$ cat config.mk
export PLATFORM = sky130hd
export DESIGN_NAME = cdb_arbiter
export DESIGN_NICKNAME = d
export VERILOG_FILES = /design/src/rtl/tomasulo_pkg.sv /design/src/rtl/cdb_src_fifo.sv /design/src/rtl/cdb_arbiter.sv
export SDC_FILE = /design/constraint.sdc
export NUM_CORES = 1
export LEC_CHECK = 0
export CORE_MARGIN = 5
export CORE_UTILIZATION = 57
export DETAILED_ROUTE_END_ITERATION = 10
export GPL_TIMING_DRIVEN = 0
export PLACE_DENSITY = 0.84
export SLEW_MARGIN = 20
export SYNTH_ARGS = -nofsm -noshare
export SYNTH_HDL_FRONTEND = slang
export SYNTH_SLANG_ARGS = --single-unit
$ cat constraint.sdc
create_clock -name CLK -period 7.15 [get_ports CLK]
set_input_delay 1.43 -clock CLK [delete_from_list [all_inputs] [get_ports CLK]]
set_output_delay 1.43 -clock CLK [all_outputs]
set_load 0.1 [all_outputs]
$ cat src/rtl/tomasulo_pkg.sv
// rtl/tomasulo_pkg.sv - shared widths, tags, entry type and age compare for the issue/return path
package tomasulo_pkg;

    localparam int TAG_W  = 3;
    localparam int DATA_W = 16;
    localparam int AGE_W  = 10;
    localparam int CDB_W  = TAG_W + DATA_W;

    localparam logic [TAG_W-1:0] TAG_NONE = 3'b000;
    localparam logic [TAG_W-1:0] TAG_RS1  = 3'd1;
    localparam logic [TAG_W-1:0] TAG_RS2  = 3'd2;
    localparam logic [TAG_W-1:0] TAG_RS3  = 3'd3;
    localparam logic [TAG_W-1:0] TAG_RS4  = 3'd4;

    typedef struct packed {
        logic [TAG_W-1:0]  tag;
        logic [DATA_W-1:0] data;
        logic [AGE_W-1:0]  age;
    } cdb_entry_t;

    // Issue counter wraps, so "older" is decided by the sign of the modular difference.
    function automatic logic age_older(input logic [AGE_W-1:0] a, input logic [AGE_W-1:0] b);
        logic [AGE_W-1:0] diff;
        diff = a - b;
        return diff[AGE_W-1];
    endfunction

endpackage

$ cat src/rtl/cdb_src_fifo.sv
// rtl/cdb_src_fifo.sv - per-source result FIFO holding {tag,data,age}
module cdb_src_fifo
    import tomasulo_pkg::*;
#(
    parameter int DEPTH = 2
) (
    input  logic       CLK,
    input  logic       CLR,
    input  logic       push,
    input  cdb_entry_t push_entry,
    input  logic       pop,
    output cdb_entry_t head,
    output logic       empty,
    output logic       full
);

    localparam int PW = $clog2(DEPTH);
    localparam logic [PW:0] CNT_FULL = (PW + 1)'(DEPTH);

    cdb_entry_t    mem [DEPTH];
    logic [PW-1:0] wr_ptr;
    logic [PW-1:0] rd_ptr;
    logic [PW:0]   count;
    logic          do_push;
    logic          do_pop;

    assign empty   = (count == '0);
    assign full    = (count == CNT_FULL);
    assign do_push = push && !full;
    assign do_pop  = pop && !empty;
    assign head    = mem[rd_ptr];

    always_ff @(posedge CLK or posedge CLR) begin
        if (CLR) begin
            wr_ptr <= '0;
            rd_ptr <= '0;
            count  <= '0;
        end else begin
            if (do_push) wr_ptr <= wr_ptr + 1'b1;
            if (do_pop)  rd_ptr <= rd_ptr + 1'b1;
            case ({do_push, do_pop})
                2'b10:   count <= count + 1'b1;
                2'b01:   count <= count - 1'b1;
                default: count <= count;
            endcase
        end
    end

    // Payload storage needs no reset; occupancy alone decides what is valid.
    always_ff @(posedge CLK) begin
        if (do_push) mem[wr_ptr] <= push_entry;
    end

endmodule

$ cat src/rtl/cdb_arbiter.sv
// rtl/cdb_arbiter.sv - buffers FU results and broadcasts the oldest one per cycle on the CDB
module cdb_arbiter
    import tomasulo_pkg::*;
#(
    parameter int N_SRC = 2,
    parameter int DEPTH = 2
) (
    input  logic                    CLK,
    input  logic                    CLR,
    input  logic [N_SRC-1:0]        req,
    input  logic [N_SRC*TAG_W-1:0]  req_tag,
    input  logic [N_SRC*DATA_W-1:0] req_data,
    input  logic [N_SRC*AGE_W-1:0]  req_age,
    output logic [N_SRC-1:0]        full,
    output logic [N_SRC-1:0]        conf,
    output logic [CDB_W-1:0]        CDB,
    output logic                    ovf
);

    logic [N_SRC-1:0] push;
    logic [N_SRC-1:0] drop;
    logic [N_SRC-1:0] pop;
    logic [N_SRC-1:0] empty;
    cdb_entry_t       head [N_SRC];

    logic             any_valid;
    logic [N_SRC-1:0] win_oh;
    cdb_entry_t       win_entry;

    for (genvar gi = 0; gi < N_SRC; gi++) begin : g_src
        cdb_entry_t in_entry;
        logic       tag_live;

        assign in_entry.tag  = req_tag[gi*TAG_W +: TAG_W];
        assign in_entry.data = req_data[gi*DATA_W +: DATA_W];
        assign in_entry.age  = req_age[gi*AGE_W +: AGE_W];
        assign tag_live      = (in_entry.tag != TAG_NONE);
        // full reflects occupancy before this edge's pop, so a same-edge pop never rescues a push.
        assign push[gi]      = req[gi] && tag_live && !full[gi];
        assign drop[gi]      = req[gi] && tag_live && full[gi];

        cdb_src_fifo #(.DEPTH(DEPTH)) u_fifo (
            .CLK        (CLK),
            .CLR        (CLR),
            .push       (push[gi]),
            .push_entry (in_entry),
            .pop        (pop[gi]),
            .head       (head[gi]),
            .empty      (empty[gi]),
            .full       (full[gi])
        );
    end

    // Strictly-older replacement while scanning upward keeps the lowest index on equal ages.
    always_comb begin
        any_valid = 1'b0;
        win_oh    = '0;
        win_entry = '0;
        for (int i = 0; i < N_SRC; i++) begin
            if (!empty[i] && (!any_valid || age_older(head[i].age, win_entry.age))) begin
                any_valid = 1'b1;
                win_oh    = '0;
                win_oh[i] = 1'b1;
                win_entry = head[i];
            end
        end
    end

    assign pop = win_oh;

    always_ff @(posedge CLK or posedge CLR) begin
        if (CLR) begin
            CDB  <= '0;
            conf <= '0;
            ovf  <= 1'b0;
        end else begin
            CDB  <= any_valid ? {win_entry.tag, win_entry.data} : '0;
            conf <= win_oh;
            ovf  <= ovf | (|drop);
        end
    end

endmodule
## Word level (Yosys, flattened, before mapping)

Memory sizes are Yosys's and may differ from the RTL's.
Index checks and enable logic that the tools add are counted.

| storage, ports and cells | value |
|---|---|
| register bits after elaboration | 30 |
| memory bits (writable) | 116 |
| input bits | 62 |
| output and inout port bits | 24 |
| word-level logic and storage cells | 63 |
| memories | 2 |

Memories:

| name | words | bits a word | read ports | clocked after Yosys merged registers in | wr ports | RTL line | text |
|---|---|---|---|---|---|---|---|
| g_src[0].u_fifo.mem | 2 | 29 | 1 | 0 | 1 | cdb_src_fifo.sv:20 | `cdb_entry_t mem [DEPTH];` |
| g_src[1].u_fifo.mem | 2 | 29 | 1 | 0 | 1 | cdb_src_fifo.sv:20 |  |

| operators by class | value |
|---|---|
| add/subtract/negate cells | 9 |
| eq/ne operators | 6 |
| multiplexer cells | 13 |
| bitwise operators | 1 |
| reduce and logical (&&, ||, !) cells | 23 |

Operators with widths:

| cell | number |
|---|---|
| two-way mux 29 bit | 2 |
| two-way mux 19 bit | 1 |
| logical AND 1 bit | 11 |
| subtractor 10 bit | 1 |
| equality test 2 bit (second input constant) | 4 |
| one-hot mux 2 bit (2 select lines) | 2 |
| two-way mux 1 bit | 7 |
| nonzero test 3 bit | 2 |
| adder 1 bit (second input constant) | 4 |
| adder 2 x 1 -> 2 bit (second input constant) | 2 |
| equality test 2 x 1 -> 1 bit (second input constant) | 2 |
| zero test 1 bit | 4 |
| zero test 2 bit | 2 |
| nonzero test 2 bit | 2 |
| subtractor 2 x 1 -> 2 bit (second input constant) | 2 |
| two-way mux 2 bit | 1 |
| OR reduction 2 bit | 1 |
| logical OR 1 bit | 1 |
| bitwise OR 1 bit | 1 |

## Depth between registers and ports, before layout

Gate-level depths: netlist (run 1).

| depth | value |
|---|---|
| depth in word-level cells | 9 |
| mapped depth | 15 |
| depth with buffers taken out | 13 |

## Modules after synthesis

A second synthesis (run 1) with hierarchy kept.

| unflattened totals | value |
|---|---|
| cell total of the unflattened synthesis | 387 |
| area total of the unflattened synthesis | 6118.4 um2 |

Modules (own cells, without submodules):

| module | instances | cells each | area each (um2) | sequential area each (um2) |
|---|---|---|---|---|
| cdb_src_fifo | 2 | 109 | 2290.9 | 1841.8 |
| cdb_arbiter | 1 | 169 | 1536.5 | 550.5 |

## Least setup slack after synthesis (run 1)

OpenSTA, ideal clock, no wires.

| timing path | value |
|---|---|
| kind | input to register |
| start point | input req_tag[4] |
| end point | memory g_src[1].u_fifo.mem[0][0] (netlist name) (enable) |
| library setup time | 0.415 ns |
| arrival | 2.946 ns |
| data required time | 6.735 ns |
| slack | 3.789 ns |
| stages | 3 |
| path buffers | 0 |
| path through | o31ai_1 > nand2b_1 > nor2_1 |

| between the ends | value |
|---|---|
| word-level cells in the longest chain between the ends | 6 |

RTL lines:

| element | RTL line | text |
|---|---|---|
| start, declared | cdb_arbiter.sv:11 | `input logic [N_SRC*TAG_W-1:0] req_tag,` |
| nonzero test 3 bit | cdb_arbiter.sv:37 | `assign tag_live = (in_entry.tag != TAG_NONE);` |
| logical AND 1 bit (2 in series) | cdb_arbiter.sv:39 | `assign push[gi] = req[gi] && tag_live && !full[gi];` |
| logical AND 1 bit | cdb_src_fifo.sv:29 | `assign do_push = push && !full;` |
| two-way mux 1 bit | cdb_src_fifo.sv:51 | `if (do_push) mem[wr_ptr] <= push_entry;` |
| two-way mux 1 bit (implied by the code) | cdb_src_fifo.sv:51 |  |
| end, declared | cdb_src_fifo.sv:20 |  |

No other way between the ends.

## Worst setup path after layout (run 1)

| timing path | value |
|---|---|
| start point | register g_src[1].u_fifo.rd_ptr |
| end point | register g_src[1].u_fifo.count[1] |

| between the ends | value |
|---|---|
| word-level cells in the longest chain between the ends | 8 |
| elaborated cells on any way between the ends | 10 |
| those cells by class | 1 x add/sub; 2 x eq/ne; 2 x mux; 4 x reduce/logical; 1 x memory |

RTL lines:

| element | RTL line | text |
|---|---|---|
| start, declared | cdb_src_fifo.sv:22 | `logic [PW-1:0] rd_ptr;` |
| start signal, assigned | cdb_src_fifo.sv:40 | `if (do_pop) rd_ptr <= rd_ptr + 1'b1;` |
| memory (2 x 29 bit) * | - |  |
| subtractor 10 bit * | tomasulo_pkg.sv:24 | `diff = a - b;` |
| logical OR 1 bit * | cdb_arbiter.sv:60 | `if (!empty[i] && (!any_valid \|\| age_older(head[i].age, win_entry.age))) begin` |
| logical AND 1 bit * | cdb_arbiter.sv:60 |  |
| two-way mux 2 bit * | cdb_arbiter.sv:60 |  |
| logical AND 1 bit * | cdb_src_fifo.sv:30 | `assign do_pop = pop && !empty;` |
| named net g_src[1].u_fifo.do_pop | cdb_src_fifo.sv:25 | `logic do_pop;` |
| equality test 2 x 1 -> 1 bit or equality test 2 bit (tied branches) | cdb_src_fifo.sv:41 | `case ({do_push, do_pop})` |
| one-hot mux 2 bit (2 select lines) or nonzero test 2 bit (tied branches) | - |  |
| end signal, assigned | cdb_src_fifo.sv:42 | `2'b10: count <= count + 1'b1;` |
| end signal, assigned | cdb_src_fifo.sv:43 | `2'b01: count <= count - 1'b1;` |
| end signal, assigned | cdb_src_fifo.sv:44 | `default: count <= count;` |
| end, declared | cdb_src_fifo.sv:23 | `logic [PW:0] count;` |

Mark *: on every way through the listed nets, which the timed path passes. The rest lies on a longest branch.
A chain may end at the register's enable or synchronous reset.

==> implementation parameters, run 1 <==
Parameter                              Value

Setup path
  Path type of the worst setup path    reg2reg
  Arrival time at the worst endpoint    4300 ps
  Launching element type of the critical path    flip-flop
  WP data required    7600 ps
  Crit path capture type    flip-flop
  Critical path fanouts, max    10

Timing
  RSZ-0062 raised after global routing    false
  Final setup violation count    0
  Final Hold Vio Count    0
  Final period demand of the worst path    3850 ps
  Setup TNS    0 ps
  Number of max-slew violations in the final report    0
  Worst relative slew slack    32.4%
  Share of the clock period used by the worst path    53.9%
  Slew at the pin closest to its max-slew limit    1010 ps
  Largest clock skew in the final design    7.45 ps
  Timing-limited maximum frequency    260 MHz

GRT
  Remaining global-route overflow    0
  Antenna violations before repair    0
  Pin count of the biggest net entering global routing    31
  Global-route wire length before repair    17,200 µm
  Number of global-route vias before repair    3,311
  GRT Overall Usage    20.3%

Floorplan
  Count of pins on the block boundary    86
  Initial core utilization    57.5%
  Total die area    11,800 µm²
  Die width    108 µm
  Core outline area    9590 µm²
  Vertical die dimension    108 µm
  Floorplan row count    36

Cells and area
  Count of inserted antenna diode cells    0
  Area grow syn2layout    32.3%
  Layout cell share with drive strength beyond 1    15.7%
  Layout Utilization    76.1%
  Total area of multi-input combinational cells    1210 µm²
  Filler instances    552
  Most used cells in the layout excluding fill and tap cells    edfxtp_1 (116), clkdlybuf4s50_1 (85), mux2i_1 (40), dfrtp_1 (30), o22ai_1 (19)
  Most common cell after layout, fill and taps aside    edfxtp_1
  Number of nets in the finished design    487
  FF+latch area    4230 µm²

Logic synthesis
  Mean area per synthesized cell    18.0 µm²
  Netlist area before placement    5520 µm²
  Number of nets produced by synthesis    379
  Flip-flop and latch count after synthesis    146
  Cell count after synthesis    307
  Unique masters post-synth    28
  Share of flip-flops with an asynchronous set or reset    20.5%
  Part of the Yosys area used for sequential elements    76.7%
  Total number of yosys warnings    0
  Commonest register cell after synthesis    edfxtp_1
  Number of enable flip-flop cells after synthesis    116

Job
  # Max-Cap Violations    0

Placement
  DP HPWL    7180 µm
  Weighted congestion reported at the end of routability-driven placement    0.748
  Number of port buffers    85

Hold path
  Class of the tightest hold or removal check    reg2reg

Detailed routing
  Via count    3,028
  Overall routed net length    10,900 µm
  DRC violations left    0
  Count of TritonRoute iterations in the first routing pass    4
  DRT antenna net count    0
  Wire length per cell    19.4 µm
  Number of violations reported at the end of detailed-routing iteration 0    183
  Mean number of vias per cell    5.40

Clock tree
  Number of hold-repair buffers added at the cts stage    0
  Clock tree root driver cell    clkbuf_8
  Max Root-Sink Buffers    2
  # Post-CTS Setup Buffers    0
  Clock network latency to the later pin of the worst-skew pair    530 ps
  Clock tree from TritonCTS    done
  Clock edge transition at the registers on the reported setup and hold paths    60 ps
  Resize count post-CTS    0
  Number of clock sinks seen by CTS    146
  Number of buffers created by CTS    17
  Clock H-tree levels    4

Run status
  Result of the run    finished clean
[synthesized netlist by cell type, drive strengths merged (2+ instances only)]
library cell	count	area share, %
o31ai	2	0.27
nand2	12	0.82
mux2	18	3.7
o21ai	4	0.43
ha	10	2.3
nand2b	4	0.45
dfrtp	30	14
inv	8	0.54
xor2	3	0.48
o22ai	19	2.2
nand4	2	0.23
mux2i	40	7.3
edfxtp	116	63
buf	8	1.1
a21oi	3	0.27
xnor2	9	1.4
nor2	9	0.61
clkbuf	5	0.34
[cell families after synthesis]
family / share of synthesized area (%)
compound gates: 3.83
xor+xnor: 1.90
fa+ha+maj: 2.27
buf+inv: 1.99
flops: 76.7
mux: 10.9
simple gates: 2.38
[final cells by class]
type,instances,area share (%)
timing repair buffer,89,13.2
tap,133,2.28
sequential,146,58.0
multi-input combinational,140,16.5
clock buffer,18,5.72
buffer,13,1.10
clock inverter,14,2.88
inverter,8,0.411
[worst max-delay path, cell delays in order, from the launching register on]
cell       delay, ps
dfrtp_1          410
buf_1            480
mux2_2           410
ha_1             340
a21oi_1          120
o21ai_0          140
a2111oi_2        440
xor2_1           340
a21o_2           230
buf_4            190
inv_1             60
ha_1             310
nor2_1           150
xor2_1           150
[final timing paths]
path                                                              to  cells past startpoint                                 start  slack [ps]
worst max-delay path            g_src[1].u_fifo.count[1]$_DFFE_PP0P_                     13    g_src[1].u_fifo.rd_ptr$_DFFE_PP0P_        3300
worst max register to register  g_src[1].u_fifo.count[1]$_DFFE_PP0P_                     13    g_src[1].u_fifo.rd_ptr$_DFFE_PP0P_        3300
min in group asynchronous                           CDB[6]$_DFF_PP0_                      2                                   CLR        1340
worst min-delay path            g_src[1].u_fifo.count[1]$_DFFE_PP0P_                      1  g_src[1].u_fifo.count[1]$_DFFE_PP0P_         500
max in group asynchronous       g_src[0].u_fifo.count[1]$_DFFE_PP0P_                      2                                   CLR        5340
worst min register to register  g_src[1].u_fifo.count[1]$_DFFE_PP0P_                      1  g_src[1].u_fifo.count[1]$_DFFE_PP0P_         500
[stage by stage]
step	instances	hold slack, ps	cell area [µm²]	setup slack, ps
after floorplan	307	457	5520	3790
after global placement	525	473	6540	2460
after detailed placement	529	489	6680	3300
after CTS	561	502	7310	3250
after global routing	561	514	7310	3100
final	561	498	7310	3300
[metal layers]
| metal | up-vias | GRT usage [%] | part of all wire, % |
|---|---|---|---|
| met5 | - | 0 | 0 |
| met4 | 0 | 8.39 | 1.7 |
| li1 | 1390 | - | - |
| met1 | 1535 | 24.8 | 41 |
| met3 | 16 | 6.45 | 6.4 |
| met2 | 87 | 33.7 | 51 |
[flip-flops by register name, summed over array words and instances, names as in the netlist]
register / flops
g_src.u_fifo.count: 4
g_src.u_fifo.wr_ptr: 2
g_src.u_fifo.rd_ptr: 2
CDB: 19
ovf: 1
conf: 2
g_src.u_fifo.mem: 116
Power of run 1 is not shown: default switching activity piles up to over one toggle a cycle in this logic, so the estimate is an artifact.
==> inputs of run 2 (changes only) <==
--- a/config.mk
+++ b/config.mk
@@ -6,10 +6,10 @@
 export NUM_CORES = 1
 export LEC_CHECK = 0
 export CORE_MARGIN = 5
-export CORE_UTILIZATION = 57
+export CORE_UTILIZATION = 48
 export DETAILED_ROUTE_END_ITERATION = 10
 export GPL_TIMING_DRIVEN = 0
-export PLACE_DENSITY = 0.84
+export PLACE_DENSITY = 0.75
 export SLEW_MARGIN = 20
 export SYNTH_ARGS = -nofsm -noshare
 export SYNTH_HDL_FRONTEND = slang
==> constraint.sdc (replaced) <==
create_clock -name CLK -period 3.5 [get_ports CLK]
set_input_delay 0.7 -clock CLK [delete_from_list [all_inputs] [get_ports CLK]]
set_output_delay 0.7 -clock CLK [all_outputs]
set_load 0.1 [all_outputs]
==> run 2 against run 1 <==
Critical path depth rose by 2. Hold slack about the same. Die area is 17% higher. Design area up 1.3%. First-iteration DRC count down 26%. Wire length down 1.1%. Clock skew up 4.1 ps. Critical endpoint unchanged.
==> implementation parameters, run 2 (synthesis gave the netlist of run 1 again) <==
Parameter                              Value

Run status
  Result of the run    finished clean

Floorplan
  Core outline area    11,400 µm²
  Die width    117 µm
  Count of pins on the block boundary    86
  Vertical die dimension    117 µm
  Floorplan row count    39
  Initial core utilization    48.6%
  Total die area    13,700 µm²

Placement
  Post-Place Setup Slack    -364 ps
  Post-placement cell area    6690 µm²
  Number of port buffers    85
  DP HPWL    7140 µm
  Weighted congestion reported at the end of routability-driven placement    0.775

Setup path
  Longest individual stage delay on the worst path    410 ps
  Arrival time at the worst endpoint    3560 ps
  Critical path fanouts, max    10
  WP data required    3790 ps
  Path type of the worst setup path    reg2reg
  Family of cells with the greatest summed delay on the critical path    compound AO/OA/AOI/OAI gates
  Launching element type of the critical path    flip-flop
  R2r setup slk    230 ps
  Cell breakdown of the critical path    or2_4, buf_4, nand2_1, ha_1, a21oi_1, o21ai_1, a2111oi_2, xor2_1, a21o_2, buf_6, inv_1, ha_1, xnor2_1, nor2_2, xor2_1
  Depth of the most critical reg-to-reg path    15
  Critical Path Slowest Stage Cell    dfrtp_1
  Launch instance of the worst register-to-register path    g_src[0].u_fifo.count[1]$_DFFE_PP0P_
  Combined buffer and inverter count along the critical path    3
  Crit Reg-Reg Endpoint    g_src[1].u_fifo.count[1]$_DFFE_PP0P_
  Crit path capture type    flip-flop

Hold path
  Startpoint of the tightest hold check path    g_src[1].u_fifo.count[1]$_DFFE_PP0P_
  Class of the tightest hold or removal check    reg2reg
  Destination of the worst hold path    g_src[1].u_fifo.count[1]$_DFFE_PP0P_
  Number of cells on the worst hold path    1

Cells and area
  Register containing the most flip-flops in the final layout    g_src.u_fifo.mem
  Flip-flop count of the largest register, all copies and words added    116
  Number of nets in the finished design    493
  Largest registers    g_src.u_fifo.mem x116, CDB x19, g_src.u_fifo.count x4
  Most used cells in the layout excluding fill and tap cells    edfxtp_1 (116), clkdlybuf4s50_1 (85), mux2i_1 (40), dfrtp_1 (29), o22ai_1 (19)
  Total area of multi-input combinational cells    1210 µm²
  Total non-filler cell area in the finished layout    7400 µm²
  Area grow syn2layout    34.1%
  FF+latch area    4240 µm²
  Count of inserted antenna diode cells    0
  Layout cell share with drive strength beyond 1    17.3%
  Filler instances    818
  Most common cell after layout, fill and taps aside    edfxtp_1

GRT
  Remaining global-route overflow    0
  GRT Overall Usage    16.9%
  Number of global-route vias before repair    3,189
  Pin count of the biggest net entering global routing    31
  Antenna violations before repair    0
  Global-route wire length before repair    16,700 µm

Clock tree
  Clock edge transition at the registers on the reported setup and hold paths    50 ps
  Clock network latency to the later pin of the worst-skew pair    410 ps
  Max Root-Sink Buffers    2
  Clock tree from TritonCTS    done
  Clock tree root driver cell    clkbuf_16
  Clock H-tree levels    4
  Number of clock sinks seen by CTS    146
  Number of buffers created by CTS    17

Job
  # Max-Cap Violations    0

Timing
  Final setup violation count    0
  Largest clock skew in the final design    11.6 ps
  Final period demand of the worst path    3270 ps
  Number of max-slew violations in the final report    0
  Timing-limited maximum frequency    306 MHz
  Slew at the pin closest to its max-slew limit    1020 ps
  Share of the clock period used by the worst path    93.4%
  Worst relative slew slack    32.0%
  Worst Setup Slack, final    230 ps
  Setup TNS    0 ps
  Final Hold Vio Count    0

Detailed routing
  DRC violations left    0
  Number of violations reported at the end of detailed-routing iteration 0    136
  Count of TritonRoute iterations in the first routing pass    4
  Via count    2,955
  Overall routed net length    10,700 µm
  DRT antenna net count    0
  Wire length per cell    18.6 µm
  Mean number of vias per cell    5.12
==> run 2: worst max path at each step <==
| stage | from | end | slack, ps | depth (start not counted) |
|---|---|---|---|---|
| finish | g_src[0].u_fifo.count[1]$_DFFE_PP0P_ | g_src[1].u_fifo.count[1]$_DFFE_PP0P_ | 230 | 15 |
| global placement | req_tag[1] | g_src[0].u_fifo.mem[0][13]$_DFFE_PP_ | -560 | 4 |
| detailed placement | g_src[1].u_fifo.rd_ptr$_DFFE_PP0P_ | g_src[1].u_fifo.count[1]$_DFFE_PP0P_ | -360 | 13 |
| CTS | g_src[0].u_fifo.count[0]$_DFFE_PP0P_ | g_src[1].u_fifo.count[1]$_DFFE_PP0P_ | 5 | 14 |
| global route | g_src[1].u_fifo.rd_ptr$_DFFE_PP0P_ | g_src[1].u_fifo.count[1]$_DFFE_PP0P_ | -30 | 12 |
| floorplan | g_src[1].u_fifo.rd_ptr$_DFFE_PP0P_ | g_src[1].u_fifo.count[1]$_DFFE_PP0P_ | 270 | 13 |
==> run 2: layout make-up <==
cell class / instances / share of cell area, %
Multi-Input combinational cell: 140 / 16.4
Sequential cell: 146 / 57.2
Tap cell: 143 / 2.42
Buffer: 12 / 1.22
Clock buffer: 21 / 6.22
Timing Repair Buffer: 96 / 13.7
Clock inverter: 11 / 2.47
Inverter: 8 / 0.406
==> run 2: per-layer routing <==
| layer | vias up | part of all wire [%] | track usage, % | wire, µm |
|---|---|---|---|---|
| met4 | 0 | 2.0 | 7.42 | 215 |
| met2 | 72 | 51 | 27.9 | 5440 |
| met3 | 15 | 5.5 | 5.50 | 590 |
| li1 | 1399 | - | - | - |
| met1 | 1469 | 42 | 20.5 | 4490 |
| met5 | - | 0 | 0 | 0 |
==> run 2: what timing repair did <==
item	4_1_cts	5_1_grt
hold buffers	0	0
hold endpoints to repair	0	0
buffers inserted	0	7
setup endpoints to repair	4	3
gates cloned	0	0
pin swaps	2	3
resized for setup	2	10
==> run 2: metrics by stage <==
step                cells  util [%]  hold WS, ps
floorplan             307         -          457
global placement      535      57.6          473
detailed placement    539      58.8          489
CTS                   570      64.5          499
global route          577      65.1          538
finish                577      65.1          498
Power of run 2 is left out for the same reason.
==> inputs of run 3 (changes only) <==
--- a/config.mk
+++ b/config.mk
@@ -5,7 +5,7 @@
 export SDC_FILE = /design/constraint.sdc
 export NUM_CORES = 1
 export LEC_CHECK = 0
-export CORE_MARGIN = 5
+export CORE_MARGIN = 1
 export CORE_UTILIZATION = 48
 export DETAILED_ROUTE_END_ITERATION = 10
 export GPL_TIMING_DRIVEN = 0
==> run 3 against run 2 <==
Hold slack gained 6.8 ps. Register-to-register slack lost 40 ps. Critical path type unchanged. Worst setup slack lost 44 ps. Largest cell class unchanged. Critical path depth shrank 3. Cell count shrank 0.17%. Sequential share of layout area grew 0.49 points. Die area shrank 13%.
==> implementation parameters, run 3 (synthesis gave the netlist of run 1 again) <==
Parameter                              Value

Run status
  Result of the run    finished clean

Setup path
  Critical path fanouts, max    10
  Arrival time at the worst endpoint    3620 ps
  WP data required    3810 ps
  Critical Path Slowest Stage Cell    dfrtp_2
  Longest individual stage delay on the worst path    490 ps
  Launching element type of the critical path    flip-flop
  Crit path capture type    flip-flop
  Family of cells with the greatest summed delay on the critical path    compound AO/OA/AOI/OAI gates
  Combined buffer and inverter count along the critical path    2
  Path type of the worst setup path    reg2reg
  Cell breakdown of the critical path    mux2_2, ha_1, a21oi_1, o21ai_1, a2111oi_2, xor2_1, a21o_2, buf_6, inv_1, ha_1, nor2_2, xor2_1

Placement
  DP HPWL    7150 µm
  Cell Count Post-Placement    536
  Weighted congestion reported at the end of routability-driven placement    0.773
  Post-Place Setup Slack    -426 ps
  Number of port buffers    85

Cells and area
  Count of inserted antenna diode cells    0
  Most common cell after layout, fill and taps aside    edfxtp_1
  Flip-flop count of the largest register, all copies and words added    116
  Register containing the most flip-flops in the final layout    g_src.u_fifo.mem
  Largest registers    g_src.u_fifo.mem x116, CDB x19, g_src.u_fifo.count x4
  Layout cell share with drive strength beyond 1    17.2%
  Number of nets in the finished design    495
  Non-filler cells, final    576
  Area grow syn2layout    33.0%
  Most used cells in the layout excluding fill and tap cells    edfxtp_1 (116), clkdlybuf4s50_1 (85), mux2i_1 (40), dfrtp_1 (29), o22ai_1 (19)

GRT
  Number of global-route vias before repair    3,316
  Remaining global-route overflow    0
  Pin count of the biggest net entering global routing    31
  Antenna violations before repair    0
  Global-route wire length before repair    16,800 µm
  GRT Overall Usage    20.0%

Detailed routing
  DRC violations left    0
  Wire length per cell    18.7 µm
  Count of TritonRoute iterations in the first routing pass    5
  Number of violations reported at the end of detailed-routing iteration 0    159
  Via count    3,020
  Overall routed net length    10,800 µm
  Mean number of vias per cell    5.24
  DRT antenna net count    0

Clock tree
  Number of clock sinks seen by CTS    146
  Max Root-Sink Buffers    2
  Number of hold-repair buffers added at the cts stage    0
  Clock tree root driver cell    clkbuf_16
  Clock H-tree levels    4
  Clock network latency to the later pin of the worst-skew pair    410 ps
  Clock edge transition at the registers on the reported setup and hold paths    50 ps
  Clock tree from TritonCTS    done
  Number of buffers created by CTS    17

Timing
  Worst relative slew slack    30.9%
  Final period demand of the worst path    3310 ps
  Final Hold Vio Count    0
  Worst Setup Slack, final    186 ps
  Slew at the pin closest to its max-slew limit    1030 ps
  Timing-limited maximum frequency    302 MHz
  Number of max-slew violations in the final report    0
  Largest clock skew in the final design    13.4 ps
  Final setup violation count    0
  Share of the clock period used by the worst path    94.7%
  Hold Worst Slack    504 ps

Floorplan
  Count of pins on the block boundary    86
  Initial core utilization    50.0%
  Floorplan row count    38
  Vertical die dimension    109 µm
  Total die area    11,900 µm²
  Core outline area    11,000 µm²
  Die width    109 µm

Job
  # Max-Cap Violations    0

Hold path
  Class of the tightest hold or removal check    reg2reg
==> run 3: worst reg2reg max path, stage by stage (launching register included) <==
cell       delay, ps
dfrtp_2          490
mux2_2           380
ha_1             320
a21oi_1          130
o21ai_1          130
a2111oi_2        400
xor2_1           320
a21o_2           210
buf_6            150
inv_1             50
ha_1             320
nor2_2           130
xor2_1           190
==> run 3: per-stage QoR <==
stage / area, µm² / TNS [ps] / utilization [%]
2_1_floorplan: 5520 / 0 / -
3_3_place_gp: 6550 / -60520 / 59.3
3_5_place_dp: 6690 / -1180 / 60.6
4_1_cts: 7270 / 0 / 65.9
5_1_grt: 7340 / -1.28 / 66.5
6_report: 7340 / 0 / 66.5
==> run 3: repair_timing <==
action | in CTS | in global routing
pin swaps | 3 | 3
resized for setup | 4 | 7
cloned | 0 | 0
setup buffers | 2 | 7
endpoints found under the setup margin | 4 | 3
==> run 3: worst paths after layout <==
kind                       depth (start not counted)  slack [ps]                                  from                                   end
setup / recovery                                  12         190    g_src[1].u_fifo.rd_ptr$_DFFE_PP0P_  g_src[1].u_fifo.count[1]$_DFFE_PP0P_
max in group asynchronous                          2        2280                                   CLR    g_src[1].u_fifo.rd_ptr$_DFFE_PP0P_
hold reg to reg                                    1         500  g_src[0].u_fifo.count[1]$_DFFE_PP0P_  g_src[0].u_fifo.count[1]$_DFFE_PP0P_
setup reg to reg                                  12         190    g_src[1].u_fifo.rd_ptr$_DFFE_PP0P_  g_src[1].u_fifo.count[1]$_DFFE_PP0P_
hold / removal                                     1         500  g_src[0].u_fifo.count[1]$_DFFE_PP0P_  g_src[0].u_fifo.count[1]$_DFFE_PP0P_
min in group asynchronous                          2         710                                   CLR                      CDB[5]$_DFF_PP0_
==> run 3: area by class of cell <==
| cell class | instances | area, µm² |
|---|---|---|
| sequential | 146 | 4240 |
| fill | 752 | 3690 |
| multi-input combinational | 140 | 1220 |
| timing repair buffer | 98 | 1030 |
| clock buffer | 26 | 479 |
| tap | 140 | 175 |
| buffer | 12 | 90.1 |
| clock inverter | 6 | 82.6 |
| inverter | 8 | 30.0 |
==> run 3: metal layers <==
layer | global-route usage, % | part of all wire, % | up-vias
met4 | 6.95 | 1.3 | 0
met2 | 34.4 | 52 | 95
met5 | 0 | 0 | -
li1 | - | - | 1399
met1 | 23.4 | 40 | 1513
met3 | 6.58 | 6.5 | 13
Power of run 3 is left out for the same reason.
